`src/rtl/lsu_stage_pkg.sv`:
```
// Shared definitions for the load/store stage: access-size codes, FSM states
// and the byte-strobe helper used by the alignment logic.
package lsu_stage_pkg;

    localparam int XLEN     = 32;
    localparam int LSU_OP_W = 3;

    localparam logic [LSU_OP_W-1:0] LSU_OP_B  = 3'd0;
    localparam logic [LSU_OP_W-1:0] LSU_OP_H  = 3'd1;
    localparam logic [LSU_OP_W-1:0] LSU_OP_W_ = 3'd2;
    localparam logic [LSU_OP_W-1:0] LSU_OP_BU = 3'd4;
    localparam logic [LSU_OP_W-1:0] LSU_OP_HU = 3'd5;

    typedef enum logic [1:0] {
        ST_IDLE = 2'd0,
        ST_REQ  = 2'd1,
        ST_WAIT = 2'd2,
        ST_DONE = 2'd3
    } lsu_state_e;

    // Unknown size codes fall back to a full-word strobe.
    function automatic logic [3:0] store_strobe(input logic [LSU_OP_W-1:0] op,
                                                input logic [1:0]          off);
        logic [3:0] strb;
        case (op)
            LSU_OP_B: strb = 4'b0001 << off;
            LSU_OP_H: strb = off[1] ? 4'b1100 : 4'b0011;
            default:  strb = 4'b1111;
        endcase
        return strb;
    endfunction

endpackage

```
`src/rtl/lsu_align.sv`:
```
// Combinational lane logic: replicates store data across byte lanes with strobes,
// and extracts/extends load data from the raw memory word.
module lsu_align
    import lsu_stage_pkg::*;
(
    input  logic [LSU_OP_W-1:0] st_op_i,
    input  logic [1:0]          st_off_i,
    input  logic [XLEN-1:0]     st_data_i,
    output logic [XLEN-1:0]     st_wdata_o,
    output logic [3:0]          st_wstrb_o,
    input  logic [LSU_OP_W-1:0] ld_op_i,
    input  logic [1:0]          ld_off_i,
    input  logic [XLEN-1:0]     ld_rdata_i,
    output logic [XLEN-1:0]     ld_data_o
);

    logic [7:0]  ld_byte_s;
    logic [15:0] ld_half_s;

    // Store lanes: narrow data is replicated so the strobe alone selects the lane.
    always_comb begin
        st_wstrb_o = store_strobe(st_op_i, st_off_i);
        case (st_op_i)
            LSU_OP_B: st_wdata_o = {4{st_data_i[7:0]}};
            LSU_OP_H: st_wdata_o = {2{st_data_i[15:0]}};
            default:  st_wdata_o = st_data_i;
        endcase
    end

    // Load extraction: byte by full offset, half by addr[1], then extend.
    always_comb begin
        case (ld_off_i)
            2'd0:    ld_byte_s = ld_rdata_i[7:0];
            2'd1:    ld_byte_s = ld_rdata_i[15:8];
            2'd2:    ld_byte_s = ld_rdata_i[23:16];
            default: ld_byte_s = ld_rdata_i[31:24];
        endcase
        if (ld_off_i[1]) begin
            ld_half_s = ld_rdata_i[31:16];
        end else begin
            ld_half_s = ld_rdata_i[15:0];
        end
        case (ld_op_i)
            LSU_OP_B:  ld_data_o = {{24{ld_byte_s[7]}}, ld_byte_s};
            LSU_OP_BU: ld_data_o = {24'h00_0000, ld_byte_s};
            LSU_OP_H:  ld_data_o = {{16{ld_half_s[15]}}, ld_half_s};
            LSU_OP_HU: ld_data_o = {16'h0000, ld_half_s};
            default:   ld_data_o = ld_rdata_i;
        endcase
    end

endmodule

```
`src/rtl/lsu_stage.sv`:
```
// Memory-access stage: latches one instruction, runs a single-outstanding
// data-memory transaction for loads/stores, and hands the bundle to commit.
module lsu_stage
    import lsu_stage_pkg::*;
(
    input  logic                clock,
    input  logic                reset,
    input  logic                valid_pre_i,
    output logic                ready_pre_o,
    output logic                valid_post_o,
    input  logic                ready_post_i,
    input  logic                mem_ren_i,
    input  logic                mem_wen_i,
    input  logic [LSU_OP_W-1:0] lsu_op_i,
    input  logic [XLEN-1:0]     alu_result_i,
    input  logic [XLEN-1:0]     store_data_i,
    input  logic                wsel_i,
    input  logic                wena_i,
    input  logic [4:0]          waddr_i,
    input  logic                csr_wena_i,
    input  logic [XLEN-1:0]     csr_waddr_i,
    input  logic [XLEN-1:0]     csr_wdata_i,
    output logic                dreq_valid_o,
    input  logic                dreq_ready_i,
    output logic [XLEN-1:0]     dreq_addr_o,
    output logic                dreq_wen_o,
    output logic [XLEN-1:0]     dreq_wdata_o,
    output logic [3:0]          dreq_wstrb_o,
    input  logic                drsp_valid_i,
    input  logic [XLEN-1:0]     drsp_rdata_i,
    output logic                wsel_o,
    output logic                wena_o,
    output logic [4:0]          waddr_o,
    output logic [XLEN-1:0]     alu_result_o,
    output logic [XLEN-1:0]     mem_result_o,
    output logic                csr_wena_o,
    output logic [XLEN-1:0]     csr_waddr_o,
    output logic [XLEN-1:0]     csr_wdata_o
);

    lsu_state_e          state_q, state_d;
    logic                mem_ren_q;
    logic [LSU_OP_W-1:0] op_q;
    logic                accept_s;
    logic                is_mem_s;
    logic [XLEN-1:0]     st_wdata_s;
    logic [3:0]          st_wstrb_s;
    logic [XLEN-1:0]     ld_data_s;

    assign accept_s = valid_pre_i && ready_pre_o;
    assign is_mem_s = mem_ren_i || mem_wen_i;

    lsu_align u_align (
        .st_op_i    (lsu_op_i),
        .st_off_i   (alu_result_i[1:0]),
        .st_data_i  (store_data_i),
        .st_wdata_o (st_wdata_s),
        .st_wstrb_o (st_wstrb_s),
        .ld_op_i    (op_q),
        .ld_off_i   (alu_result_o[1:0]),
        .ld_rdata_i (drsp_rdata_i),
        .ld_data_o  (ld_data_s)
    );

    // State register.
    always_ff @(posedge clock or negedge reset) begin
        if (!reset) begin
            state_q <= ST_IDLE;
        end else begin
            state_q <= state_d;
        end
    end

    // Next-state logic; DONE can accept the next instruction in the release cycle.
    always_comb begin
        state_d = state_q;
        case (state_q)
            ST_IDLE: begin
                if (accept_s) begin
                    state_d = is_mem_s ? ST_REQ : ST_DONE;
                end else begin
                    state_d = ST_IDLE;
                end
            end
            ST_REQ: begin
                if (dreq_ready_i) begin
                    state_d = ST_WAIT;
                end else begin
                    state_d = ST_REQ;
                end
            end
            ST_WAIT: begin
                if (drsp_valid_i) begin
                    state_d = ST_DONE;
                end else begin
                    state_d = ST_WAIT;
                end
            end
            ST_DONE: begin
                if (accept_s) begin
                    state_d = is_mem_s ? ST_REQ : ST_DONE;
                end else if (ready_post_i) begin
                    state_d = ST_IDLE;
                end else begin
                    state_d = ST_DONE;
                end
            end
            default: state_d = ST_IDLE;
        endcase
    end

    // Handshake outputs decoded from the state register.
    always_comb begin
        dreq_valid_o = 1'b0;
        valid_post_o = 1'b0;
        ready_pre_o  = 1'b0;
        case (state_q)
            ST_IDLE: ready_pre_o = 1'b1;
            ST_REQ:  dreq_valid_o = 1'b1;
            ST_WAIT: ready_pre_o = 1'b0;
            ST_DONE: begin
                valid_post_o = 1'b1;
                ready_pre_o  = ready_post_i;
            end
            default: ready_pre_o = 1'b0;
        endcase
    end

    // Bundle and request payload: captured on accept, result filled on response.
    always_ff @(posedge clock or negedge reset) begin
        if (!reset) begin
            mem_ren_q    <= 1'b0;
            op_q         <= 3'd0;
            wsel_o       <= 1'b0;
            wena_o       <= 1'b0;
            waddr_o      <= 5'd0;
            alu_result_o <= 32'h0;
            mem_result_o <= 32'h0;
            csr_wena_o   <= 1'b0;
            csr_waddr_o  <= 32'h0;
            csr_wdata_o  <= 32'h0;
            dreq_addr_o  <= 32'h0;
            dreq_wen_o   <= 1'b0;
            dreq_wdata_o <= 32'h0;
            dreq_wstrb_o <= 4'h0;
        end else if (accept_s) begin
            mem_ren_q    <= mem_ren_i;
            op_q         <= lsu_op_i;
            wsel_o       <= wsel_i;
            wena_o       <= wena_i;
            waddr_o      <= waddr_i;
            alu_result_o <= alu_result_i;
            mem_result_o <= 32'h0;
            csr_wena_o   <= csr_wena_i;
            csr_waddr_o  <= csr_waddr_i;
            csr_wdata_o  <= csr_wdata_i;
            dreq_addr_o  <= {alu_result_i[XLEN-1:2], 2'b00};
            dreq_wen_o   <= mem_wen_i;
            dreq_wdata_o <= mem_wen_i ? st_wdata_s : 32'h0;
            dreq_wstrb_o <= mem_wen_i ? st_wstrb_s : 4'h0;
        end else if ((state_q == ST_WAIT) && drsp_valid_i) begin
            mem_result_o <= mem_ren_q ? ld_data_s : 32'h0;
        end
    end

endmodule
```
`config.mk`:
```
export PLATFORM = sky130hd
export DESIGN_NAME = lsu_stage
export DESIGN_NICKNAME = d
export VERILOG_FILES = /design/src/rtl/lsu_stage_pkg.sv /design/src/rtl/lsu_align.sv /design/src/rtl/lsu_stage.sv
export SDC_FILE = /design/constraint.sdc
export NUM_CORES = 1
export LEC_CHECK = 0
export BUFFER_PORTS_ARGS = -buffer_cell sky130_fd_sc_hd__buf_2
export CAP_MARGIN = 5
export CORE_AREA = 3 3 151 153
export CTS_CLUSTER_DIAMETER = 80
export DETAILED_ROUTE_END_ITERATION = 10
export DIE_AREA = 0 0 154 156
export GPL_ROUTABILITY_DRIVEN = 0
export PLACE_DENSITY = 0.67
export SLEW_MARGIN = 20
export SYNTH_ARGS = -nofsm -noshare
export SYNTH_HDL_FRONTEND = slang
export SYNTH_SLANG_ARGS = --single-unit
```
`constraint.sdc`:
```
create_clock -name clock -period 1.6 [get_ports clock]
set_input_delay 0.32 -clock clock [delete_from_list [all_inputs] [get_ports clock]]
set_output_delay 0.32 -clock clock [all_outputs]
set_load 0.01 [all_outputs]
```
After elaboration in Yosys (flattened, before gate mapping)
Cells that the tools add are included.

Equal/unequal tests: 9. Multiplexer cells: 21. Shift-type cells: 1. Reduce and logical (&&, ||, !) cells: 8.

Operator list (number): two-way mux 32 bit (4); case mux 32 bit (4 select lines) (1); case mux 32 bit (2 select lines) (1); case mux 8 bit (3 select lines) (1); two-way mux 16 bit (1); two-way mux 2 bit (5); two-way mux 4 bit (2); case mux 2 bit (4 select lines) (1); case mux 4 bit (2 select lines) (1); == test 2 bit (second input constant) (3); == test 3 x 1 -> 1 bit (second input constant) (2); == test 3 bit (second input constant) (2); zero test 3 bit (2); == test 2 x 1 -> 1 bit (second input constant) (2); zero test 2 bit (2); left shift 1 x 2 -> 4 bit (first input constant) (1); two-way mux 1 bit (3); logical AND 1 bit (2); case mux 1 bit (2 select lines) (1); nonzero test 2 bit (1); logical OR 1 bit (1).

Register bits: 209. Output and inout bits: 208. Logic and storage cells: 54. Input bits: 179.

Longest topological paths before layout
Gate-level depths: netlist of run 1.

Depth in word-level cells: 6. Mapped depth: 9. Depth with buffers taken out: 6.

By module
Synthesis of run 1 repeated with hierarchy kept, for this count alone.

Cells, all modules: 764. Area, all modules: 8823.5 um^2.

Modules (own cells, without submodules): lsu_stage (area each 7571.0 um^2, instances 1, seq. area each 4479.3 um^2, cells each 595); lsu_align (area each 1252.5 um^2, instances 1, seq. area each 0.0 um^2, cells each 169).

Least setup slack after synthesis of run 1
No wires, ideal clock.

Kind: reg2reg. Start point: register state_q[0]. End point: register mem_result_o[23]. Stages on the path, launching flop included: 9. Data arrival time: 1.596 ns. Buffers on the path: 2. Period minus slack after synthesis: 1.717 ns. Library setup time: 0.121 ns. Slack: -0.117 ns. Cell sequence: dfrtp_1 inv_1 ha_1 nor2b_1 and2_1 buf_2 a21oi_2 buf_4 a22o_1.

Longest elaborated chain between the ends: 4. Elaborated cells on any way between the ends: 8. Classes of those cells: 2 x eq/ne; 2 x mux; 4 x reduce/logical.

Ends and longest elaborated chain: start, declared (line lsu_stage.sv:41) `lsu_state_e state_q, state_d;`; start signal, assigned (line lsu_stage.sv:70) `state_q <= state_d;`; == test 2 bit / zero test 2 bit (equally long branches) (line lsu_stage.sv:117) `case (state_q)`; case mux 1 bit (2 select lines) (line lsu_stage.sv:117); logical AND 1 bit (line lsu_stage.sv:50) `assign accept_s = valid_pre_i && ready_pre_o;`; two-way mux 32 bit / nonzero test 2 bit (equally long branches); end signal, assigned (line lsu_stage.sv:162) `mem_result_o <= mem_ren_q ? ld_data_s : 32'h0;`; end, declared (line lsu_stage.sv:35) `output logic [XLEN-1:0] mem_result_o,`.

Parallel ways exist; a longest one is shown, timed or not. A chain may end at the register's enable or synchronous reset.

Worst setup path in the final report of run 1
Start point: register state_q[1]. End point: register state_q[0].

Longest elaborated chain between the ends: 5. Elaborated cells on any way between the ends: 9. Classes of those cells: 3 x eq/ne; 4 x mux; 2 x reduce/logical.

Ends and longest elaborated chain: == test 2 bit / zero test 2 bit (equally long branches) (line lsu_stage.sv:77, lsu_stage.sv:117); case mux 1 bit (2 select lines) (line lsu_stage.sv:117); logical AND 1 bit (line lsu_stage.sv:50); two-way mux 2 bit, on equally long branches (line lsu_stage.sv:100, lsu_stage.sv:79); case mux 2 bit (4 select lines) (*) (line lsu_stage.sv:77) `case (state_q)`; net state_d[0] (line lsu_stage.sv:41).

The timed path passes the listed nets; every way through them passes the cells marked *.

==> key figures, run 1 <==
Outcome
  • Status: finished with violations
  • Violated checks: negative setup slack

Detailed routing
  • Vias after detailed routing: around 7.4k
  • ANT nets after route: 0
  • Vias/cell: around 4.8
  • Drt initial violations: a little over 400
  • DRT Wirelength: ~28000 um
  • Wire per inst: approximately 18 um
  • Post-route DRC: 0
  • Drt pass-1 iters: 7

Synth
  • Sequential share of the synthesized area: a little under three fifths
  • Post-synth EDFFs: 0
  • Synth Register Bits: between 150 and 200
  • Post-Syn Area: about 8000 um^2
  • Synth cell types: 38
  • YS warnings: 0
  • Top-area cell type share of the netlist area: approximately 56%
  • Largest area contributor in the netlist: dfrtp_1
  • Synthesized area per cell: a little over 9 um^2
  • Area contributors post-synth: dfrtp_1 (56%), nand2_1 (18%), buf_4 (3.4%)
  • Post-synth top flop: dfrtp_1
  • Post-Syn Instances: approximately 860
  • Post-synth ARST share: 100%

Global route
  • GR Util met2: between 30% and 40%
  • GR Util met1: roughly a quarter
  • Most Crowded Layer GR: met2
  • Initial antenna violation count: 3
  • Vias in the first global route: 7397
  • First-pass GRT wire length: 40900 um
  • Grt met3 use: under 10%
  • Total grt overflow: 0
  • Overall fraction of global-route tracks in use: between 20 and 25%
  • Largest net degree at the start of global routing: 45

Timing
  • Fin worst setup slack: -0.224 ns
  • Peak Freq: roughly 550 MHz
  • Final hold vios: 0
  • Final hold slack: between 0.07 and 0.08 ns
  • Final setup fails: 182
  • Final Skew: about 0.025 ns
  • RSZ-0062 raised after global routing: true
  • Slew Limit Fails: 0
  • Post-route minimum period: around 1.8 ns
  • Final Cycle Share: 114%

Pwr
  • Peak supply drop: around 1300 uV
  • PwrDens: 2060 nW/um^2
  • P_leak: between 6 and 7 nW

Die
  • Die ar.: 24000 um^2
  • Die width: 154 um
  • Placeable Area: about 22000 um^2
  • Initial cell density of the core: about 37%
  • Row Count: 54
  • Chip height: 156 um
  • I/O pins: 387

Finish
  • Most common cell after layout, fill and taps aside: buf_2
  • Final design utilization: between 50% and 60%
  • Layout net count: 1450
  • Design area: around 12000 um^2
  • Most frequent cells in the layout: buf_2 (381), nand2_1 (360), dfrtp_1 (179), o21ai_0 (34), buf_4 (33)
  • Share of post-route cells with drive strength above 1: 44.7%
  • Finished Layout Cells: around 1.6k
  • Number of fill cells: 2010
  • Syn-to-layout area delta: 49.6%

Critical path
  • CP Cell Sequence: inv_2, ha_4, nor2b_4, buf_6, buf_12, nand2_8, buf_6, o2bb2ai_2, a22oi_2
  • Most used cell, CP: buf_6
  • CP max FO: 9
  • CP arrival: ~2.1 ns
  • CP Capture Type: flip-flop
  • Worst path max stage delay: 0.42 ns
  • Setup crit start kind: flip-flop
  • CP Class: flip-flop to flip-flop
  • Slowest CP cell: dfrtp_1
  • Worst path required time: between 1.5 and 2 ns

Place
  • Cell count after placement: between 1k and 1.5k
  • Worst slack at placement: -0.104 ns
  • I/O Buffers: about 380
  • DP Area: about 10000 um^2
  • Detail Placement HPWL: 19100 um

Min path
  • Hold crit path type: input pin to flip-flop

CTS
  • CTS buffer count: 17
  • Reg clk slew, reported paths: 0.08 ns
  • Htree depth: 4
  • CTS tree: built
  • Max Root-Sink Buffers: 2
  • Clk sinks: 179
  • Root Buffer: clkbuf_16
  • Clk_lat worst skew: roughly 0.43 ns

Flow run
  • Max-cap violations: 0
-- flip-flops by register name (all words and copies together), names as in the netlist --
signal	count
alu_result_o	32
csr_waddr_o	32
csr_wdata_o	32
csr_wena_o	1
dreq_wdata_o	32
dreq_wen_o	1
dreq_wstrb_o	4
mem_ren_q	1
mem_result_o	32
op_q	3
state_q	2
waddr_o	5
wena_o	1
wsel_o	1
-- critical path, delay by kind of cell, from the launching register on --
| kind | cells | cell delay (ns) |
|---|---|---|
| adder cells (fa/ha/maj) | 1 | 0.23 |
| flip-flops | 1 | 0.42 |
| AO/OA/AOI/OAI | 2 | 0.30 |
| buffers and inverters | 4 | 0.51 |
| AND/OR/NAND/NOR | 2 | 0.27 |
-- per-stage QoR --
step                      total power [W]  TNS, ns
after floorplan                    0.0137    -2.91
after global placement             0.0176    -1.67
after detailed placement           0.0178    -3.90
after CTS                          0.0235   -25.19
after global routing               0.0263   -36.53
final                              0.0245   -25.28
-- cell families (layout without fill, tap and decap cells) --
kind of cell	after synthesis	count (layout)	share of synthesized area, %
fa+ha+maj	4	4	0.629
buf+inv	96	512	6.62
flops	179	179	56.3
mux	27	27	3.58
simple gates	435	437	21.9
compound gates	119	119	10.9
other cells	1	4	0.0471
-- layout make-up --
cell class,instances,area (um^2),area share [%]
inverter,14,52.6,0.441
sequential,179,4480,37.6
multi-input combinational,589,3270,27.5
antenna,2,5.00,0.0420
clock inverter,13,114,0.956
timing repair buffer,466,3190,26.8
clock buffer,19,443,3.72
tap,280,350,2.94
-- where the power goes --
part	leakage (nW)	internal, W	total (W)	switching, W
logic	4.10	0.00598	0.0128	0.00683
clock network	0.267	0.00209	0.00404	0.00195
registers	2.29	0.00646	0.00769	0.00123
-- per-layer routing --
metal	part of all wire, %	up-vias
li1	-	3592
met1	41	3499
met2	51	302
met3	7.4	25
met4	1.3	2
met5	0.036	-
-- final timing paths --
kind	startpoint	to	slack, ns	cells past startpoint
min in group asynchronous	reset	alu_result_o[14]$_DFFE_PN0N_	0.37	2
hold / removal	alu_result_i[14]	alu_result_o[14]$_DFFE_PN0N_	0.07	3
setup / recovery	state_q[1]$_DFF_PN0_	state_q[0]$_DFF_PN0_	-0.22	9
setup reg to reg	state_q[1]$_DFF_PN0_	state_q[0]$_DFF_PN0_	-0.22	9
hold reg to reg	dreq_wdata_o[1]$_DFFE_PN0N_	dreq_wdata_o[1]$_DFFE_PN0N_	0.46	2
max in group asynchronous	reset	csr_wdata_o[31]$_DFFE_PN0N_	0.64	3
-- timing repair --
action	4_1_cts	5_1_grt
endpoints found under the setup margin	132	182
pin swaps	13	24
cloned	10	11
setup buffers	12	5
hold endpoints to repair	30	0
gates resized for setup	41	51
hold buffers	1	0
-- Yosys cell counts (2+ instances only) --
cell	count
a222oi_1	6
a21oi_2	2
nor2_1	3
a22oi_1	2
o2bb2ai_1	9
nand2_1	387
nor2b_1	7
a21o_1	10
nor3_2	2
o21ai_0	42
a22o_1	24
clkbuf_1	21
buf_2	19
a21oi_1	9
nand2b_1	19
a221oi_1	9
nand3_1	12
inv_1	14
ha_1	4
mux2i_1	18
mux2_2	8
buf_4	36
buf_1	5
dfrtp_1	179
(Power assumes the default switching activity.)
==> run 2: changes to the inputs <==
- ABC_CLOCK_PERIOD_IN_PS: default -> 1600
- CELL_PAD_IN_SITES_DETAIL_PLACEMENT: default -> 0
- CELL_PAD_IN_SITES_GLOBAL_PLACEMENT: default -> 2
- CORE_AREA: 3 3 151 153 -> default
- CORE_MARGIN: default -> 3
- CORE_UTILIZATION: default -> 23
- DIE_AREA: 0 0 154 156 -> default
- PLACE_DENSITY: 0.67 -> 0.74
==> key figures, run 2 (synthesis gave the netlist of run 1 again) <==
Detailed routing
  • Drt pass-1 iters: 4 (was 7)
  • Drt initial violations: 221 (was 407)
  • Wire per inst: 18.8 um (was 17.8 um)
  • Post-route DRC: 0 (unchanged)
  • Vias/cell: 4.35 (was 4.75)
  • Met3 wire len: 2660 um (was 2050 um)
  • Vias after detailed routing: 7684 (was 7420)
  • Top routing layer used: met5 (unchanged)
  • ANT nets after route: 0 (unchanged)
  • DRT Wirelength: 33200 um (was 27800 um)
  • WL met2: 16100 um (was 14100 um)
  • DRT met1 WL: 14000 um (was 11300 um)

Timing
  • Final Skew: 0.0108 ns (was 0.0251 ns)
  • Slew Limit Fails: 0 (unchanged)
  • Final Cycle Share: 115% (was 114%)
  • Peak Freq: 545 MHz (was 548 MHz)
  • Final hold slack: 0.0632 ns (was 0.0710 ns)
  • Post-route minimum period: 1.83 ns (was 1.82 ns)
  • Final hold vios: 0 (unchanged)
  • RSZ-0062 raised after global routing: true (unchanged)
  • Fin worst setup slack: -0.235 ns (was -0.224 ns)
  • Final setup fails: 182 (unchanged)

Die
  • Initial cell density of the core: 23.6% (was 36.7%)
  • Die width: 192 um (was 154 um)
  • Die ar.: 36900 um^2 (was 24000 um^2)
  • Chip height: 192 um (was 156 um)
  • Row Count: 67 (was 54)
  • I/O pins: 387 (unchanged)
  • Placeable Area: 33800 um^2 (was 21700 um^2)

Critical path
  • CP max FO: 9 (unchanged)
  • CP Capture Type: flip-flop (unchanged)
  • Worst path required time: 1.94 ns (was 1.92 ns)
  • Critical Path End: csr_waddr_o[7]$_DFFE_PN0N_ (was state_q[0]$_DFF_PN0_)
  • FF-to-FF End: csr_waddr_o[7]$_DFFE_PN0N_ (was state_q[0]$_DFF_PN0_)
  • Worst Setup SP: state_q[0]$_DFF_PN0_ (was state_q[1]$_DFF_PN0_)
  • CP arrival: 2.18 ns (was 2.14 ns)
  • Setup crit start kind: flip-flop (unchanged)
  • R2r setup slk: -0.23 ns (was -0.22 ns)
  • R2r startpoint: state_q[0]$_DFF_PN0_ (was state_q[1]$_DFF_PN0_)
  • CP Class: flip-flop to flip-flop (unchanged)
  • R2R depth: 9 (unchanged)

Min path
  • Hold crit path type: input pin to flip-flop (unchanged)

Pwr
  • Design Power: 0.0280 W (was 0.0245 W)
  • P_leak: 7.28 nW (was 6.65 nW)
  • Peak supply drop: 1040 uV (was 1330 uV)
  • PwrDens: 2090 nW/um^2 (was 2060 nW/um^2)

Finish
  • Number of fill cells: 3437 (was 2010)
  • Design area: 13400 um^2 (was 11900 um^2)
  • Most frequent cells in the layout: buf_2 (382), nand2_1 (250), dfrtp_1 (179), nand2_2 (92), nand2_4 (43) (was buf_2 (381), nand2_1 (360), dfrtp_1 (179), o21ai_0 (34), buf_4 (33))
  • Share of post-route cells with drive strength above 1: 57.1% (was 44.7%)
  • Most common cell after layout, fill and taps aside: buf_2 (unchanged)
  • Layout net count: 1484 (was 1450)
  • Syn-to-layout area delta: 68.1% (was 49.6%)

Global route
  • Total grt overflow: 0 (unchanged)
  • Overall fraction of global-route tracks in use: 16.4% (was 21.5%)
  • Initial antenna violation count: 11 (was 3)
  • Vias in the first global route: 7589 (was 7397)
  • Largest net degree at the start of global routing: 52 (was 45)
  • First-pass GRT wire length: 45800 um (was 40900 um)

Flow run
  • Max-cap violations: 0 (unchanged)

Place
  • DP Area: 10700 um^2 (was 10400 um^2)
  • Detail Placement HPWL: 22000 um (was 19100 um)
  • I/O Buffers: 384 (unchanged)

CTS
  • Max Root-Sink Buffers: 2 (unchanged)
  • Root Buffer: clkbuf_16 (unchanged)
  • CTS tree: built (unchanged)
  • Clk_lat worst skew: 0.44 ns (was 0.43 ns)
  • Clk sinks: 179 (unchanged)
  • Reg clk slew, reported paths: 0.07 ns (was 0.08 ns)
  • CTS buffer count: 17 (unchanged)
  • Htree depth: 4 (unchanged)

Outcome
  • Violated checks: negative setup slack (unchanged)
  • Status: finished with violations (unchanged)
[run 2: cell types whose count changed in the layout (fill, tap and decap cells not counted), sizes merged]
cell and delta:
inv -5, bufinv +1, diode +1, buf +29, clkbuf +11, clkinv +1
nand2 -1, bufbuf -2
[run 2: metrics by stage]
stage	TNS, ns	cells	setup slack [ns]	utilization, %
finish	-25.47	1765	-0.235	39.6
global route	-34.10	1765	-0.283	39.6
CTS	-33.04	1722	-0.272	35.0
detailed placement	-10.78	1670	-0.141	31.7
global placement	-3.89	1670	-0.0858	31.7
floorplan	-2.91	862	-0.0331	-
[run 2: timing repair]
action                                  CTS  global route
endpoints found under the setup margin  171           183
hold buffers                              1             0
endpoints found under the hold margin    33             0
gates resized for setup                  23           293
cloned                                   13            20
pin swaps                                 2           109
setup buffers                             6            25
[run 2: final cells by class]
| class | count | area (um^2) | area share [%] |
|---|---|---|---|
| diodes | 3 | 7.51 | 0.0561 |
| clock buffers | 22 | 474 | 3.54 |
| clock inverters | 10 | 97.6 | 0.729 |
| inverters | 14 | 52.6 | 0.393 |
| multi-input cells | 588 | 3930 | 29.3 |
| flip-flops and latches | 179 | 4480 | 33.5 |
| well taps | 448 | 561 | 4.19 |
| repair buffers | 501 | 3780 | 28.3 |
[run 2: worst min path at each step]
stage,from,end,depth (start not counted)
3_3_place_gp,reset,csr_wdata_o[19]$_DFFE_PN0N_,1
2_1_floorplan,reset,alu_result_o[0]$_DFFE_PN0N_,0
4_1_cts,csr_wdata_i[3],csr_wdata_o[3]$_DFFE_PN0N_,3
3_5_place_dp,reset,csr_wdata_o[23]$_DFFE_PN0N_,1
6_report,csr_wdata_i[12],csr_wdata_o[12]$_DFFE_PN0N_,3
5_1_grt,alu_result_i[31],alu_result_o[31]$_DFFE_PN0N_,3
[run 2: power breakdown]
group / total, W / internal [W] / switching [W]
clock network: 0.00420 / 0.00228 / 0.00191
registers: 0.00768 / 0.00646 / 0.00121
logic: 0.0161 / 0.00783 / 0.00826
[run 2: routing by layer]
metal  track usage [%]  vias to the layer above
met3              6.32                       34
met4              4.01                       16
met5                 0                        -
li1                  -                     3660
met2              27.3                      289
met1              20.1                     3685
[run 2: critical path, stage by stage (launching register included)]
cell and delay (ns):
dfrtp_1 0.42, ha_2 0.21, a21o_4 0.21, buf_8 0.12, and2_4 0.18, buf_12 0.18
buf_12 0.14, buf_16 0.13, nand2_2 0.06, nand2_2 0.04
==> run 3: changes to the inputs <==
==> constraint.sdc (replaced) <==
create_clock -name clock -period 1.6 [get_ports clock]
set_input_delay 0.08 -clock clock [delete_from_list [all_inputs] [get_ports clock]]
set_output_delay 0.08 -clock clock [all_outputs]
set_load 0.01 [all_outputs]
==> key figures, run 3 (synthesis gave the netlist of run 1 again) <==
Outcome
  • Status: finished with violations (unchanged)
  • Violated checks: negative setup slack (unchanged)

Pwr
  • Peak supply drop: 1100 uV (was 1040 uV)
  • PwrDens: 1870 nW/um^2 (was 2090 nW/um^2)
  • P_leak: 7.54 nW (was 7.28 nW)

Detailed routing
  • ANT nets after route: 0 (unchanged)
  • Vias after detailed routing: 8149 (was 7684)
  • DRT Wirelength: 33400 um (was 33200 um)
  • Post-route DRC: 0 (unchanged)
  • Wire per inst: 17.7 um (was 18.8 um)
  • Vias/cell: 4.30 (was 4.35)
  • Drt pass-1 iters: 6 (was 4)
  • Drt initial violations: 383 (was 221)

Critical path
  • Worst path max stage delay: 0.41 ns (was 0.42 ns)
  • FF-to-FF End: dreq_wdata_o[17]$_DFFE_PN0N_ (was csr_waddr_o[7]$_DFFE_PN0N_)
  • CP arrival: 2.04 ns (was 2.18 ns)
  • Critical path depth: 7 (was 9)
  • Critical path's top delay family: compound AO/OA/AOI/OAI gates (was buffers and inverters)
  • CP Capture Type: flip-flop (unchanged)
  • CP Class: flip-flop to flip-flop (unchanged)
  • CP max FO: 8 (was 9)
  • CP Cell Sequence: ha_2, a21o_4, buf_12, nand2_8, clkbuf_16, a21oi_2, a22o_1 (was ha_2, a21o_4, buf_8, and2_4, buf_12, buf_12, buf_16, nand2_2, nand2_2)
  • Critical Path End: dreq_wdata_o[17]$_DFFE_PN0N_ (was csr_waddr_o[7]$_DFFE_PN0N_)
  • R2r startpoint: state_q[0]$_DFF_PN0_ (unchanged)
  • Worst Setup SP: state_q[0]$_DFF_PN0_ (unchanged)
  • Critical path buffers and inverters: 2 (was 4)
  • Worst path required time: 1.93 ns (was 1.94 ns)
  • R2r setup slk: -0.11 ns (was -0.23 ns)
  • R2R depth: 7 (was 9)
  • Setup crit start kind: flip-flop (unchanged)
  • Slowest CP cell: dfrtp_1 (unchanged)

Finish
  • Design area: 14200 um^2 (was 13400 um^2)
  • Most frequent cells in the layout: buf_2 (383), nand2_1 (295), dfrtp_1 (179), dlygate4sd3_1 (157), nand2_2 (65) (was buf_2 (382), nand2_1 (250), dfrtp_1 (179), nand2_2 (92), nand2_4 (43))
  • Layout net count: 1615 (was 1484)
  • Share of post-route cells with drive strength above 1: 45.6% (was 57.1%)
  • Most common cell after layout, fill and taps aside: buf_2 (unchanged)
  • Syn-to-layout area delta: 78.5% (was 68.1%)

CTS
  • Htree depth: 4 (unchanged)
  • CTS buffer count: 17 (unchanged)
  • Max Root-Sink Buffers: 2 (unchanged)
  • Clk sinks: 179 (unchanged)
  • Root Buffer: clkbuf_16 (unchanged)
  • Clk_lat worst skew: 0.45 ns (was 0.44 ns)
  • Reg clk slew, reported paths: 0.07 ns (about the same)
  • CTS tree: built (unchanged)

Global route
  • Vias in the first global route: 8145 (was 7589)
  • Largest net degree at the start of global routing: 52 (unchanged)
  • GR Util met2: 28.9% (was 27.3%)
  • GR Util met1: 20.1% (about the same)
  • First-pass GRT wire length: 47200 um (was 45800 um)
  • Grt met3 use: 5.38% (was 6.32%)
  • Initial antenna violation count: 5 (was 11)
  • Total grt overflow: 0 (unchanged)
  • Most Crowded Layer GR: met2 (unchanged)
  • Overall fraction of global-route tracks in use: 16.7% (was 16.4%)

Die
  • Chip height: 192 um (unchanged)
  • Placeable Area: 33800 um^2 (unchanged)
  • Die width: 192 um (unchanged)
  • Initial cell density of the core: 23.6% (unchanged)
  • Die ar.: 36900 um^2 (unchanged)
  • I/O pins: 387 (unchanged)
  • Row Count: 67 (unchanged)

Timing
  • Peak Freq: 584 MHz (was 545 MHz)
  • RSZ-0062 raised after global routing: true (unchanged)
  • Final hold vios: 0 (unchanged)
  • Slew Limit Fails: 0 (unchanged)
  • Post-route minimum period: 1.71 ns (was 1.83 ns)
  • Final setup fails: 172 (was 182)
  • Final Cycle Share: 107% (was 115%)
  • Final Skew: 0.0115 ns (was 0.0108 ns)
  • Fin worst setup slack: -0.112 ns (was -0.235 ns)

Place
  • I/O Buffers: 384 (unchanged)
  • Detail Placement HPWL: 22000 um (about the same)
  • Worst slack at placement: -0.140 ns (was -0.141 ns)
  • DP Area: 10600 um^2 (was 10700 um^2)

Flow run
  • Max-cap violations: 0 (unchanged)

Min path
  • Hold wc startpoint: lsu_op_i[1] (was csr_wdata_i[12])
  • Hold crit path type: input pin to flip-flop (unchanged)
run 3: layer usage:
layer	routed length [um]	share of wire, %	vias to the layer above
met3	2610	7.8	36
li1	-	-	3921
met4	439	1.3	6
met2	16400	49	323
met1	13900	42	3863
met5	29	0.087	-
run 3: how the worst min path moves through the flow:
| stage | endpoint | slack, ns | depth (start not counted) |
|---|---|---|---|
| global route | mem_result_o[10]$_DFFE_PN0P_ | 0.03 | 4 |
| detailed placement | csr_wdata_o[23]$_DFFE_PN0N_ | 0.1 | 1 |
| global placement | csr_wdata_o[23]$_DFFE_PN0N_ | 0.09 | 1 |
| CTS | mem_result_o[15]$_DFFE_PN0P_ | 0.01 | 4 |
| finish | op_q[1]$_DFFE_PN0N_ | 0.04 | 4 |
| floorplan | alu_result_o[0]$_DFFE_PN0N_ | -0.22 | 0 |
run 3: layout make-up:
class / count / area [um^2]
antenna: 2 / 5.00
clock buffer: 18 / 439
clock inverter: 13 / 206
fill: 3331 / 19600
inverter: 14 / 52.6
multi-input combinational: 588 / 3610
sequential: 179 / 4480
tap: 448 / 561
timing repair buffer: 632 / 4850
run 3: worst min-delay path: stages:
cell and delay (ns):
buf_2 0.12, buf_4 0.16, nand2_4 0.05, nand2_2 0.04
run 3: report_power, final:
group / total [W] / internal (W) / switching, W
logic: 0.0141 / 0.00657 / 0.00756
clock network: 0.00474 / 0.00281 / 0.00193
registers: 0.00773 / 0.00646 / 0.00127
run 3: stage by stage:
stage	util [%]	cells	total power (W)	setup TNS (ns)	hold WS [ns]
global route	42.0	1893	0.0285	-25.43	0.0282
finish	42.0	1894	0.0266	-10.38	0.0430
CTS	39.2	1871	0.0245	-6.32	0.0133
detailed placement	31.4	1667	0.0182	-12.73	0.0955
floorplan	-	862	0.0137	-2.91	-0.216
global placement	31.4	1667	0.0181	-8.01	0.0927
run 3: repair_timing:
item,CTS,global route
hold buffers,157,0
gates cloned,4,19
resized for setup,37,160
endpoints found under the setup margin,158,181
setup buffers,12,5
pin swaps,2,82
hold endpoints to repair,229,0
